**src/rtl/lc4_muldiv_iter.sv**
```systemverilog
// Iterative unsigned multiply / divide for the LC4 execute stage.
// One result bit per cycle; IDLE -> BUSY -> DONE with response backpressure and flush.
module lc4_muldiv_iter #(
  parameter int WIDTH = 16,
  parameter int TAG_W = 3
) (
  input  logic             clk,
  input  logic             rst,
  input  logic             i_valid,
  output logic             o_ready,
  input  logic             i_op,
  input  logic [WIDTH-1:0] i_a,
  input  logic [WIDTH-1:0] i_b,
  input  logic [TAG_W-1:0] i_tag,
  input  logic             i_flush,
  output logic             o_valid,
  input  logic             i_resp_ready,
  output logic [WIDTH-1:0] o_result_lo,
  output logic [WIDTH-1:0] o_result_hi,
  output logic [TAG_W-1:0] o_tag,
  output logic             o_div_by_zero
);

  localparam int CW = $clog2(WIDTH + 1);

  typedef enum logic [1:0] {IDLE, BUSY, DONE} state_t;

  state_t           state, state_nxt;
  logic             op_q;
  logic [TAG_W-1:0] tag_q;
  logic             dbz_q;
  logic [CW-1:0]    cnt;
  logic [WIDTH-1:0] opnd_q;
  logic [WIDTH-1:0] hi_q;
  logic [WIDTH-1:0] lo_q;

  logic             accept;
  logic             dbz_req;
  logic             last_step;

  assign accept    = i_valid && (state == IDLE) && !i_flush;
  assign dbz_req   = !i_op && (i_b == '0);
  assign last_step = (cnt == CW'(1));

  // State register
  always_ff @(posedge clk) begin
    if (rst) state <= IDLE;
    else     state <= state_nxt;
  end

  // Next state: flush outranks both completion and response acceptance
  always_comb begin
    state_nxt = state;
    unique case (state)
      IDLE: if (accept)            state_nxt = dbz_req ? DONE : BUSY;
      BUSY: if (i_flush)           state_nxt = IDLE;
            else if (last_step)    state_nxt = DONE;
      DONE: if (i_flush)           state_nxt = IDLE;
            else if (i_resp_ready) state_nxt = IDLE;
      default:                     state_nxt = IDLE;
    endcase
  end

  // Outputs decoded from registered state only; results masked outside DONE
  always_comb begin
    o_ready       = (state == IDLE);
    o_valid       = (state == DONE);
    o_result_lo   = '0;
    o_result_hi   = '0;
    o_tag         = '0;
    o_div_by_zero = 1'b0;
    if (state == DONE) begin
      o_result_lo   = lo_q;
      o_result_hi   = hi_q;
      o_tag         = tag_q;
      o_div_by_zero = dbz_q;
    end
  end

  // One iteration step. hi_q/lo_q are {rem, quo} for DIV and the
  // {acc_hi, multiplier/acc_lo} shift pair for MUL.
  logic [WIDTH:0]   div_sh;
  logic [WIDTH+1:0] div_diff;
  logic             div_borrow;
  logic [WIDTH:0]   mul_sum;
  logic [WIDTH-1:0] hi_n, lo_n;

  always_comb begin
    div_sh     = {hi_q, lo_q[WIDTH-1]};
    div_diff   = {1'b0, div_sh} - {2'b00, opnd_q};
    div_borrow = div_diff[WIDTH+1];
    mul_sum    = {1'b0, hi_q} + (lo_q[0] ? {1'b0, opnd_q} : '0);
    if (op_q) begin
      hi_n = mul_sum[WIDTH:1];
      lo_n = {mul_sum[0], lo_q[WIDTH-1:1]};
    end else begin
      hi_n = div_borrow ? div_sh[WIDTH-1:0] : div_diff[WIDTH-1:0];
      lo_n = {lo_q[WIDTH-2:0], ~div_borrow};
    end
  end

  always_ff @(posedge clk) begin
    if (rst) begin
      op_q   <= 1'b0;
      tag_q  <= '0;
      dbz_q  <= 1'b0;
      cnt    <= '0;
      opnd_q <= '0;
      hi_q   <= '0;
      lo_q   <= '0;
    end else if (accept) begin
      op_q   <= i_op;
      tag_q  <= i_tag;
      dbz_q  <= dbz_req;
      cnt    <= CW'(WIDTH);
      opnd_q <= i_op ? i_a : i_b;
      hi_q   <= '0;
      lo_q   <= dbz_req ? '0 : (i_op ? i_b : i_a);
    end else if (state == BUSY && !i_flush) begin
      cnt  <= cnt - CW'(1);
      hi_q <= hi_n;
      lo_q <= lo_n;
    end
  end

endmodule

```
**config.mk**
```make
export PLATFORM = sky130hd
export DESIGN_NAME = lc4_muldiv_iter
export DESIGN_NICKNAME = d
export VERILOG_FILES = /design/src/rtl/lc4_muldiv_iter.sv
export SDC_FILE = /design/constraint.sdc
export NUM_CORES = 1
export LEC_CHECK = 0
export CORE_MARGIN = 5
export CORE_UTILIZATION = 51
export DETAILED_ROUTE_END_ITERATION = 10
export PLACE_DENSITY = 0.78
export RECOVER_POWER = 25
export SKIP_CTS_REPAIR_TIMING = 1
export SLEW_MARGIN = 20
export SYNTH_ARGS = -nofsm -noshare
export SYNTH_HDL_FRONTEND = slang
export SYNTH_SLANG_ARGS = --single-unit
```
**constraint.sdc**
```tcl
create_clock -name clk -period 6 [get_ports clk]
set_input_delay 0.9 -clock clk [delete_from_list [all_inputs] [get_ports clk]]
set_output_delay 0.9 -clock clk [all_outputs]
set_load 0.01 [all_outputs]
```
# --- After elaboration in Yosys (flattened, before gate mapping) ---
# Cells that the tools add are included.
word_totals:
  register_bits: 60
  out_inout_bits: 38
classes:
  bitwise_logic: 1
  eq_ne: 6
  n_addsub: 3
  mux: 22
  reduce_logical: 11
ops:
  columns: ["operator", "n"]
  rows:
  - ["two-way mux 16 bit", 11]
  - ["subtractor 17 x 16 -> 18 bit", 1]
  - ["adder 16 x 16 -> 17 bit", 1]
  - ["zero test 16 bit", 1]
  - ["two-way mux 2 bit", 6]
  - ["two-way mux 5 bit", 2]
  - ["case mux 2 bit (3 select lines)", 1]
  - ["== test 5 x 1 -> 1 bit, second input constant", 1]
  - ["subtractor 5 x 1 -> 5 bit, second input constant", 1]
  - ["logical AND 1 bit", 4]
  - ["two-way mux 3 bit", 1]
  - ["!= test 3 x 2 -> 1 bit, second input constant", 1]
  - ["!= test 3 bit, second input constant", 1]
  - ["AND reduction 3 bit", 1]
  - ["== test 2 x 1 -> 1 bit, second input constant", 1]
  - ["== test 2 bit, second input constant", 1]
  - ["zero test 1 bit", 2]
  - ["zero test 2 bit", 1]
  - ["!= test 2 x 1 -> 1 bit, second input constant", 1]
  - ["nonzero test 2 bit", 1]
  - ["OR reduction 2 bit", 1]
  - ["two-way mux 1 bit", 1]
  - ["inverter 1 bit", 1]

# --- Longest topological paths before layout ---
# Gate-level depths: netlist of the first run.
depth:
  word_depth: 5
  depth_mapped: 12
  mapped_depth_nobuf: 11

# --- Worst setup path after synthesis of the first run ---
# Ideal clock, no wire load.
synth_timing:
  path_kind: "register to register"
  from: "register lo_q[0]"
  to: "register hi_q[13]"
  n_path_buf: 1
  arrival_ps: 2507
  setup_ps: 117
  required_ps: 5883
  path_stages_with_launch: 13
  synth_period_minus_slack_ps: 2624
  slack_ps: 3376
  path_cell_list: "dfxtp_1 -> clkbuf_1 -> and2_1 -> ha_1 -> fa_1 -> a211oi_1 -> nor2_1 -> o211a_1 -> nor3_1 -> o21bai_1 -> mux2_2 -> o311ai_0 -> a22o_1"
synth_via:
  elab_chain_cells: 3
synth_lines:
  columns: ["element", "line_no", "text"]
  rows:
  - ["start, declared", "35", "logic [WIDTH-1:0] lo_q;"]
  - ["start signal, assigned", "118", "lo_q <= dbz_req ? '0 : (i_op ? i_b : i_a);"]
  - ["start signal, assigned", "122", "lo_q <= lo_n;"]
  - ["two-way mux 16 bit", "92", "mul_sum = {1'b0, hi_q} + (lo_q[0] ? {1'b0, opnd_q} : '0);"]
  - ["adder 16 x 16 -> 17 bit", "92", null]
  - ["two-way mux 16 bit", "93", "if (op_q) begin"]
  - ["end signal, assigned", "121", "hi_q <= hi_n;"]
  - ["end, declared", "34", "logic [WIDTH-1:0] hi_q;"]
# No other way between the ends.
# A chain may end at the register's enable or synchronous reset.

# --- Worst setup path in the final report of the first run ---
layout_timing:
  from: "input port i_flush"
  to: "register hi_q[9]"
layout_via:
  elab_chain_cells: 3
layout_lines:
  columns: ["element", "line_no", "text"]
  rows:
  - ["start, declared", "15", "input logic i_flush,"]
  - ["zero test 1 bit *", "41, 119", null]
  - ["logical AND 1 bit", "41", "assign accept = i_valid && (state == IDLE) && !i_flush;"]
  - ["OR reduction 2 bit (no source line)", null, null]
# Mark *: on every way between the ends. The rest lies on a longest branch, timed or not.

==> results of run 1 <==
-- cell families (layout without fill, tap and decap cells) --
logic type | Yosys count | count (layout)
and+or+nand+nor | 216 | 216
AOI/OAI and AO/OA | 168 | 168
DFF | 60 | 60
buffers and inverters | 60 | 125
muxes | 58 | 58
adders and majority gates | 36 | 36
xor gates and xnor gates | 23 | 23
-- state kept, by name (all words and copies together) (netlist names) --
name / count
lo_q: 16
op_q: 1
dbz_q: 1
state: 2
opnd_q: 16
tag_q: 3
cnt: 5
hi_q: 16
-- per-layer routing --
metal | GRT usage [%] | wire length, um
met5 | 0 | 0
met4 | 7.484 | 216
met3 | 3.582 | 920
met2 | 37.92 | 6191
met1 | 31.54 | 6129
-- power by group through the flow --
stage	Clock, uW	Combinational, uW	Sequential [uW]
finish	421	297	446
global route	441	327	449
CTS	424	296	446
detailed placement	0	293	455
global placement	0	284	455
floorplan	0	219	443
-- final timing paths --
kind	start	endpoint	cells past startpoint	slack, ns
worst max register to register	opnd_q[1]	hi_q[5]	10	2.92
worst min register to register	tag_q[1]	tag_q[1]	2	0.45
worst min-delay path	tag_q[1]	tag_q[1]	2	0.45
worst max-delay path	i_flush	hi_q[9]	6	2.43
-- cell usage in the layout (no fill, tap or decap), drive strengths merged, types with 3 or more instances in the layout --
cell type / instances
a211o: 6
a211oi: 21
a21o: 10
a21oi: 60
a22o: 3
a31o: 3
a31oi: 4
a32o: 4
and2: 54
buf: 5
clkbuf: 13
clkdlybuf4s50: 74
dfxtp: 60
dlygate4sd3: 4
ha: 34
inv: 24
mux2: 19
mux2i: 39
nand2: 34
nand2b: 3
nand3: 10
nand3b: 5
nor2: 70
nor2b: 6
nor3: 21
nor4: 6
o2111ai: 3
o211ai: 3
o21a: 9
o21ai: 26
or3: 3
xnor2: 14
xor2: 9
-- stage by stage --
step | instances | total power (uW) | setup WS (ns) | instance area (um^2)
after floorplan | 621 | 662.6 | 3.376 | 4892
after global placement | 799 | 738.2 | 2.881 | 5751
after detailed placement | 799 | 748.3 | 2.802 | 5751
after CTS | 815 | 1166 | 2.474 | 5977
after global routing | 815 | 1218 | 2.187 | 5959
final | 815 | 1164 | 2.434 | 5959
-- layout make-up --
class	count	area [um^2]	area share, %
clock buffers	11	141.4	2.372
clock inverters	5	85.08	1.428
inverters	24	90.09	1.512
multi-input cells	501	3453	57.95
flip-flops and latches	60	1202	20.18
well taps	129	161.4	2.708
repair buffers	85	825.8	13.86
-- tightest hold or removal path: cells and delay by family, from the launching register on --
family	cells	cell delay, ns
DFF	1	0.31
AOI/OAI and AO/OA	1	0.05
and+or+nand+nor	1	0.05
==> metrics.csv, run 1 <==
metric;value;unit
syn-num-nets;698;
crit_path_end_kind;flip-flop;
max-vdd-ir-drop;0.0001088;V
rsz0062_at_grt;no;
max-cap-violations;0;
cts_tree;done;
drv_slew;0;
synth_top_area_share;24.55;%
worst_ep_arrival_time;3.80;ns
core-area;9284;um^2
pwr-share-comb;25.5;%
io_buffer_count;78;
syn-cell-area;4892;um^2
synth_edf_count;0;
yosys_warnings;0;
hold_viol;0;
cp_top_family;buffers and inverters;
finalCritPeriodShare;59.43;%
synthTopCellsByArea;dfxtp_1, ha_1, mux2i_1;
crit_path_start_kind;primary input;
drt-total-wl;13.46;mm
antenna_found_initial;0;
yosys.area.top_type;dfxtp_1;
slowest_stage;clkbuf_1;
clockBufferDepth;2;
ys_types;54;
routabilityCongestion;0.9445;
first_pass_iters;5;
p_int;802.2;uW
track_usage;23.25;%
synth-simple-area-share;21.92;%
viasPerCell;5.761;
criticalPathCategory;primary input to flip-flop;
setup_tns;0;ns
switching_power;361.7;uW
cp_cell_sequence;dlygate4sd3_1 > nor4b_1 > clkbuf_1 > or2_0 > nor2_1 > a22o_1;
outcome;complete, no violations;
layout-drive-gt1-share;7.143;%
cp_num_buf_inv;2;
setup_viol;0;
synth_top_family_by_area;compound AO/OA/AOI/OAI gates;
synth_xor_xnor_area_share;4.118;%
synthFlopType;dfxtp_1;
cts-root-buf;clkbuf_8;
nets;758;
fin_crit;3.566;ns
io_pins;79;
tightest_slew;1.276;ns
worstPathMaxFanout;33;
ys_ff_latch;60;
die_area;11650;um^2
relSlewSlack;14.93;%
hold_path.class;flip-flop to flip-flop;
fmax;280.4;MHz
clock_latency;0.35;ns
vias;4695;
yosys.cell_count.top_type;nor2_1;
drc_errors;0;
postLayoutCoreUtil;64.19;%
h-tree-depth;3;
diodes;0;
clk_pin_slew_worst_paths;0.07;ns
area_growth;21.82;%
start_util;52.70;%
overflow;0;
cts_sinks;60;
critPathMaxStageDelay;0.98;ns
hpwl;9.867;mm
skew;0.01180;ns
seq_area_frac_synth;24.55;%
die_y;107.9;um
synth_commonest_cells;nor2_1, dfxtp_1, a21oi_1;
powerDensity;195.3;nW/um^2
num-fill-cells;802;
die_w;107.9;um
synth_compound_area_share;22.66;%
first_global_vias;4590;
power.leakage;0.002484;uW
seqPwrFrac;38.4;%
p_clk_share;36.2;%
grt_first_pass_wirelength;22.05;mm
drt_iter0_markers;255;
synthCells;621;
async_flop_share;0;%
sw_frac_of_total;31.08;%
cts_buffers;9;
fin_hold_ws;0.4524;ns
muxShareOfSynthArea;12.35;%
wire_per_inst;16.51;um
worstPathRequired;6.23;ns
grt_max_degree;55;
rows;35;
ant_nets;0;
synthAdderAreaFrac;9.514;%
synth.avg_cell_area;7.878;um^2
Power figures use the tool's default switching activity.
==> inputs of run 2 (changes only) <==
==> constraint.sdc (replaced) <==
create_clock -name clk -period 3.3 [get_ports clk]
set_input_delay 0.495 -clock clk [delete_from_list [all_inputs] [get_ports clk]]
set_output_delay 0.495 -clock clk [all_outputs]
set_load 0.01 [all_outputs]
==> metrics.csv, run 2 (synthesis gave the netlist of run 1 again) <==
metric;value;unit;change
ant_nets;0;;unchanged
io_buffer_count;78;;unchanged
num-fill-cells;807;;+0.62%
drt-total-wl;13.60;mm;+1.1%
first_pass_iters;5;;unchanged
worst_ep_arrival_time;3.09;ns;-0.71 ns
first_global_vias;4529;;-1.3%
hold_viol;0;;unchanged
area_growth;22.28;%;
cts_sinks;60;;unchanged
rsz0062_at_grt;no;;
rows;35;;unchanged
overflow;0;;unchanged
diodes;0;;unchanged
setup_viol;0;;unchanged
cts-root-buf;clkbuf_8;;
relSlewSlack;7.781;%;-7.2 points
drc_errors;0;;unchanged
drt_iter0_markers;203;;-20%
antenna_found_initial;0;;unchanged
core-area;9284;um^2;unchanged
die_y;107.9;um;unchanged
max-cap-violations;0;;unchanged
nets;761;;+0.40%
hpwl;10.24;mm;+3.8%
routabilityCongestion;0.8908;;-5.7%
fmax;350.5;MHz;
grt_first_pass_wirelength;22.15;mm;+0.47%
hold_path.class;flip-flop to flip-flop;;
max-vdd-ir-drop;0.0001977;V;+82%
crit_path_start_kind;flip-flop;;
die_area;11650;um^2;unchanged
die_w;107.9;um;unchanged
fin_crit;2.853;ns;
tightest_slew;1.383;ns;+0.1073 ns
wire_per_inst;16.63;um;+0.71%
setup_tns;0;ns;unchanged
cts_buffers;9;;unchanged
start_util;52.70;%;unchanged
outcome;complete, no violations;;
layout_common_cells;clkdlybuf4s50_1, nor2_1, a21oi_1, dfxtp_1, and2_1;;
viasPerCell;5.808;;+0.82%
worst_slack;0.4471;ns;-1.987 ns
worstPathRequired;3.53;ns;-2.70 ns
reg.largest.list;hi_q (16), lo_q (16), opnd_q (16);;
crit_path_end_kind;flip-flop;;
finalCritPeriodShare;86.45;%;
clockBufferDepth;2;;unchanged
criticalPathCategory;flip-flop to flip-flop;;
powerDensity;354.1;nW/um^2;+81%
layout-drive-gt1-share;7.983;%;+0.84 points
worstPathMaxFanout;19;;-42%
h-tree-depth;3;;unchanged
drv_slew;0;;unchanged
clk_pin_slew_worst_paths;0.07;ns;about the same
power.leakage;0.002500;uW;+0.65%
mostFrequentLayoutCell;clkdlybuf4s50_1;;
grt_max_degree;55;;unchanged
p_total;2118;uW;+82%
vias;4751;;+1.2%
io_pins;79;;unchanged
dp_slack;0.4410;ns;-2.361 ns
track_usage;23.28;%;+0.030 points
cts_tree;done;;
skew;0.004007;ns;-0.007792 ns
clock_latency;0.34;ns;about the same
## run 2: layer usage
| metal | GRT usage, % | up-vias | wire length, um |
|---|---|---|---|
| met3 | 3.940 | 14 | 884 |
| met2 | 36.28 | 173 | 6095 |
| met4 | 6.763 | 0 | 153 |
| met5 | 0 | - | 0 |
| met1 | 33.03 | 2216 | 6469 |
| li1 | - | 2348 | - |
## run 2: critical path, cell delays in order (launching register included)
cell      delay [ns]
dfxtp_1         0.46
and2_1          0.21
ha_1            0.20
fa_1            0.42
a211oi_1        0.25
nor2_1          0.12
o211a_1         0.25
nor3_1          0.15
o21bai_1        0.11
mux2_2          0.23
o311ai_0        0.12
a22o_1          0.22
## run 2: area by class of cell
class / count / area, um^2 / share of cell area [%]
timing repair buffer: 88 / 852.1 / 14.24
multi-input combinational: 501 / 3448 / 57.64
clock buffer: 10 / 137.6 / 2.301
tap: 129 / 161.4 / 2.698
sequential: 60 / 1205 / 20.14
inverter: 24 / 90.09 / 1.506
clock inverter: 6 / 87.58 / 1.464
## run 2: per-stage QoR
| step | hold slack [ns] | cells | cell area [um^2] | util (%) |
|---|---|---|---|---|
| after CTS | 0.4551 | 818 | 5998 | 64.61 |
| after global placement | 0.4381 | 802 | 5773 | 62.18 |
| after global routing | 0.4718 | 818 | 5982 | 64.43 |
| final | 0.4547 | 818 | 5982 | 64.43 |
| after floorplan | 0.4317 | 621 | 4892 | - |
| after detailed placement | 0.4453 | 802 | 5773 | 62.18 |
## run 2: final timing paths
check | cells after the start | slack, ns | end | startpoint
max | 11 | 0.45 | hi_q[13] | lo_q[0]
max reg2reg | 11 | 0.45 | hi_q[13] | lo_q[0]
min reg2reg | 2 | 0.45 | tag_q[0] | tag_q[0]
min | 2 | 0.45 | tag_q[0] | tag_q[0]
## run 2: report_power, final
group | switching (uW) | total (uW) | internal, uW
Sequential | 57.0 | 821 | 764
Clock | 320 | 764 | 444
Combinational | 284 | 534 | 250
==> inputs of run 3 (changes only) <==
==> constraint.sdc (replaced) <==
create_clock -name clk -period 2.9 [get_ports clk]
set_input_delay 0.435 -clock clk [delete_from_list [all_inputs] [get_ports clk]]
set_output_delay 0.435 -clock clk [all_outputs]
set_load 0.01 [all_outputs]
==> metrics.csv, run 3 (synthesis gave the netlist of run 1 again) <==
metric;value;unit;change
reg.largest.list;hi_q (16), lo_q (16), opnd_q (16);;
viasPerCell;5.777;;-0.53%
antenna_found_initial;0;;unchanged
critPathMaxStageDelay;0.40;ns;-0.06 ns
start_util;52.70;%;unchanged
diodes;0;;unchanged
clk_pin_slew_worst_paths;0.08;ns;about the same
io_buffer_count;78;;unchanged
max-vdd-ir-drop;0.0002426;V;+23%
relSlewSlack;36.21;%;+28 points
layout_common_cells;clkdlybuf4s50_1, nor2_1, a21oi_1;;
first_global_vias;4740;;+4.7%
cts-root-buf;clkbuf_8;;
setup_viol;0;;unchanged
num-fill-cells;809;;+0.25%
crit_cells;12;;+1
cts_buffers;9;;unchanged
worst_ep_arrival_time;2.96;ns;-0.13 ns
p_clk_share;33.3;%;-2.8 points
vias;4795;;+0.93%
outcome;complete, no violations;;
finalCritPeriodShare;93.65;%;+7.2 points
dp_slack;0.1191;ns;-0.3219 ns
pwr-share-comb;27.4;%;+2.2 points
routabilityCongestion;0.9421;;+5.8%
powerDensity;389.3;nW/um^2;+9.9%
fmax;368.2;MHz;+5.0%
power.leakage;0.002562;uW;+2.5%
r2r_cells;12;;+1
worstPathMaxFanout;15;;-4
setup.worst_path.start;opnd_q[3];;
setup_tns;0;ns;unchanged
sw_frac_of_total;32.95;%;+1.8 points
ant_nets;0;;unchanged
rows;35;;unchanged
grt_first_pass_wirelength;22.96;mm;+3.6%
die_area;11650;um^2;unchanged
hpwl;10.58;mm;+3.3%
hold_viol;0;;unchanged
nets;773;;+1.6%
rsz0062_at_grt;no;;
clock_latency;0.34;ns;about the same
drt_iter0_markers;231;;+14%
cts_tree;done;;
fin_hold_ws;0.4572;ns;+0.002528 ns
max-cap-violations;0;;unchanged
criticalPathCategory;flip-flop to flip-flop;;
die_w;107.9;um;unchanged
cp_top_family;compound AO/OA/AOI/OAI gates;;
wire_per_inst;17.04;um;+2.5%
drv_slew;0;;unchanged
io_pins;79;;unchanged
worstPathRequired;3.14;ns;-0.39 ns
skew;0.006976;ns;+0.002969 ns
die_y;107.9;um;unchanged
cp_num_buf_inv;3;;+3
track_usage;24.41;%;+1.1 points
overflow;0;;unchanged
clockBufferDepth;2;;unchanged
cp-endpoint;hi_q[12];;
crit_path_start_kind;flip-flop;;
reg2reg_slack;0.18;ns;-0.26 ns
tightest_slew;0.9569;ns;-0.4264 ns
cp_cell_sequence;inv_1 > ha_1 > o21a_1 > o31a_1 > o21ai_2 > o211ai_2 > a21oi_4 > buf_12 > buf_4 > a21o_1 > a41o_1 > a32o_1;;
worstReg2RegEnd;hi_q[12];;
area_growth;24.14;%;
crit_path_end_kind;flip-flop;;
worst_slack;0.1841;ns;-0.2630 ns
switching_power;779.0;uW;+18%
h-tree-depth;3;;unchanged
core-area;9284;um^2;unchanged
hold_path.class;flip-flop to flip-flop;;
reg2reg_from;opnd_q[3];;
p_int;1585;uW;+8.7%
fin_crit;2.716;ns;-0.1370 ns
mostFrequentLayoutCell;clkdlybuf4s50_1;;
first_pass_iters;5;;unchanged
cts_sinks;60;;unchanged
seqPwrFrac;39.2;%;+0.5 points
drc_errors;0;;unchanged
drt-total-wl;14.15;mm;+4.0%
grt_max_degree;52;;-5.5%
layout-drive-gt1-share;9.700;%;+1.7 points
slowest_stage;dfxtp_1;;
[run 3: area by class of cell]
cell class	count	area (um^2)	area share (%)
tap	129	161.4	2.658
clock inverter	6	72.57	1.195
multi-input combinational	501	3453	56.86
clock buffer	10	127.6	2.101
inverter	24	90.09	1.483
timing repair buffer	100	964.7	15.88
sequential	60	1204	19.82
[run 3: metrics by stage]
step                util, %  total power (uW)  area (um^2)  cells
floorplan                 -              1371         4892    621
global placement      63.21              1552         5868    813
detailed placement    63.21              1569         5868    813
CTS                   65.36              2354         6068    829
global route          65.42              2484         6073    830
finish                65.42              2364         6073    830
[run 3: worst min-delay path by stage]
stage	start	end	slack, ns	depth (start not counted)
2_1_floorplan	tag_q[0]	tag_q[0]	0.43	2
3_3_place_gp	tag_q[0]	tag_q[0]	0.44	2
3_5_place_dp	tag_q[2]	tag_q[2]	0.45	2
4_1_cts	tag_q[2]	tag_q[2]	0.46	2
5_1_grt	tag_q[0]	tag_q[0]	0.48	2
6_report	tag_q[2]	tag_q[2]	0.46	2
[run 3: power by group through the flow]
stage / sequential, uW / combinational (uW) / clock, uW
6_report: 927 / 649 / 788
3_3_place_gp: 941 / 610 / 0
2_1_floorplan: 917 / 453 / 0
4_1_cts: 925 / 631 / 798
5_1_grt: 934 / 712 / 838
3_5_place_dp: 944 / 625 / 0
[run 3: worst reg2reg max path: stages (launching register included)]
cell and delay [ns]:
dfxtp_1 0.40, inv_1 0.07, ha_1 0.40, o21a_1 0.15, o31a_1 0.18, o21ai_2 0.12
o211ai_2 0.25, a21oi_4 0.09, buf_12 0.16, buf_4 0.16, a21o_1 0.18, a41o_1 0.21
a32o_1 0.25
[run 3: per-layer routing]
layer  global-route usage [%]  up-vias  wire length, um
li1                         -     2374                -
met5                        0        -                0
met2                    39.61      198             6456
met1                    32.31     2199             6420
met4                    7.935        0              256
met3                    5.254       24             1012
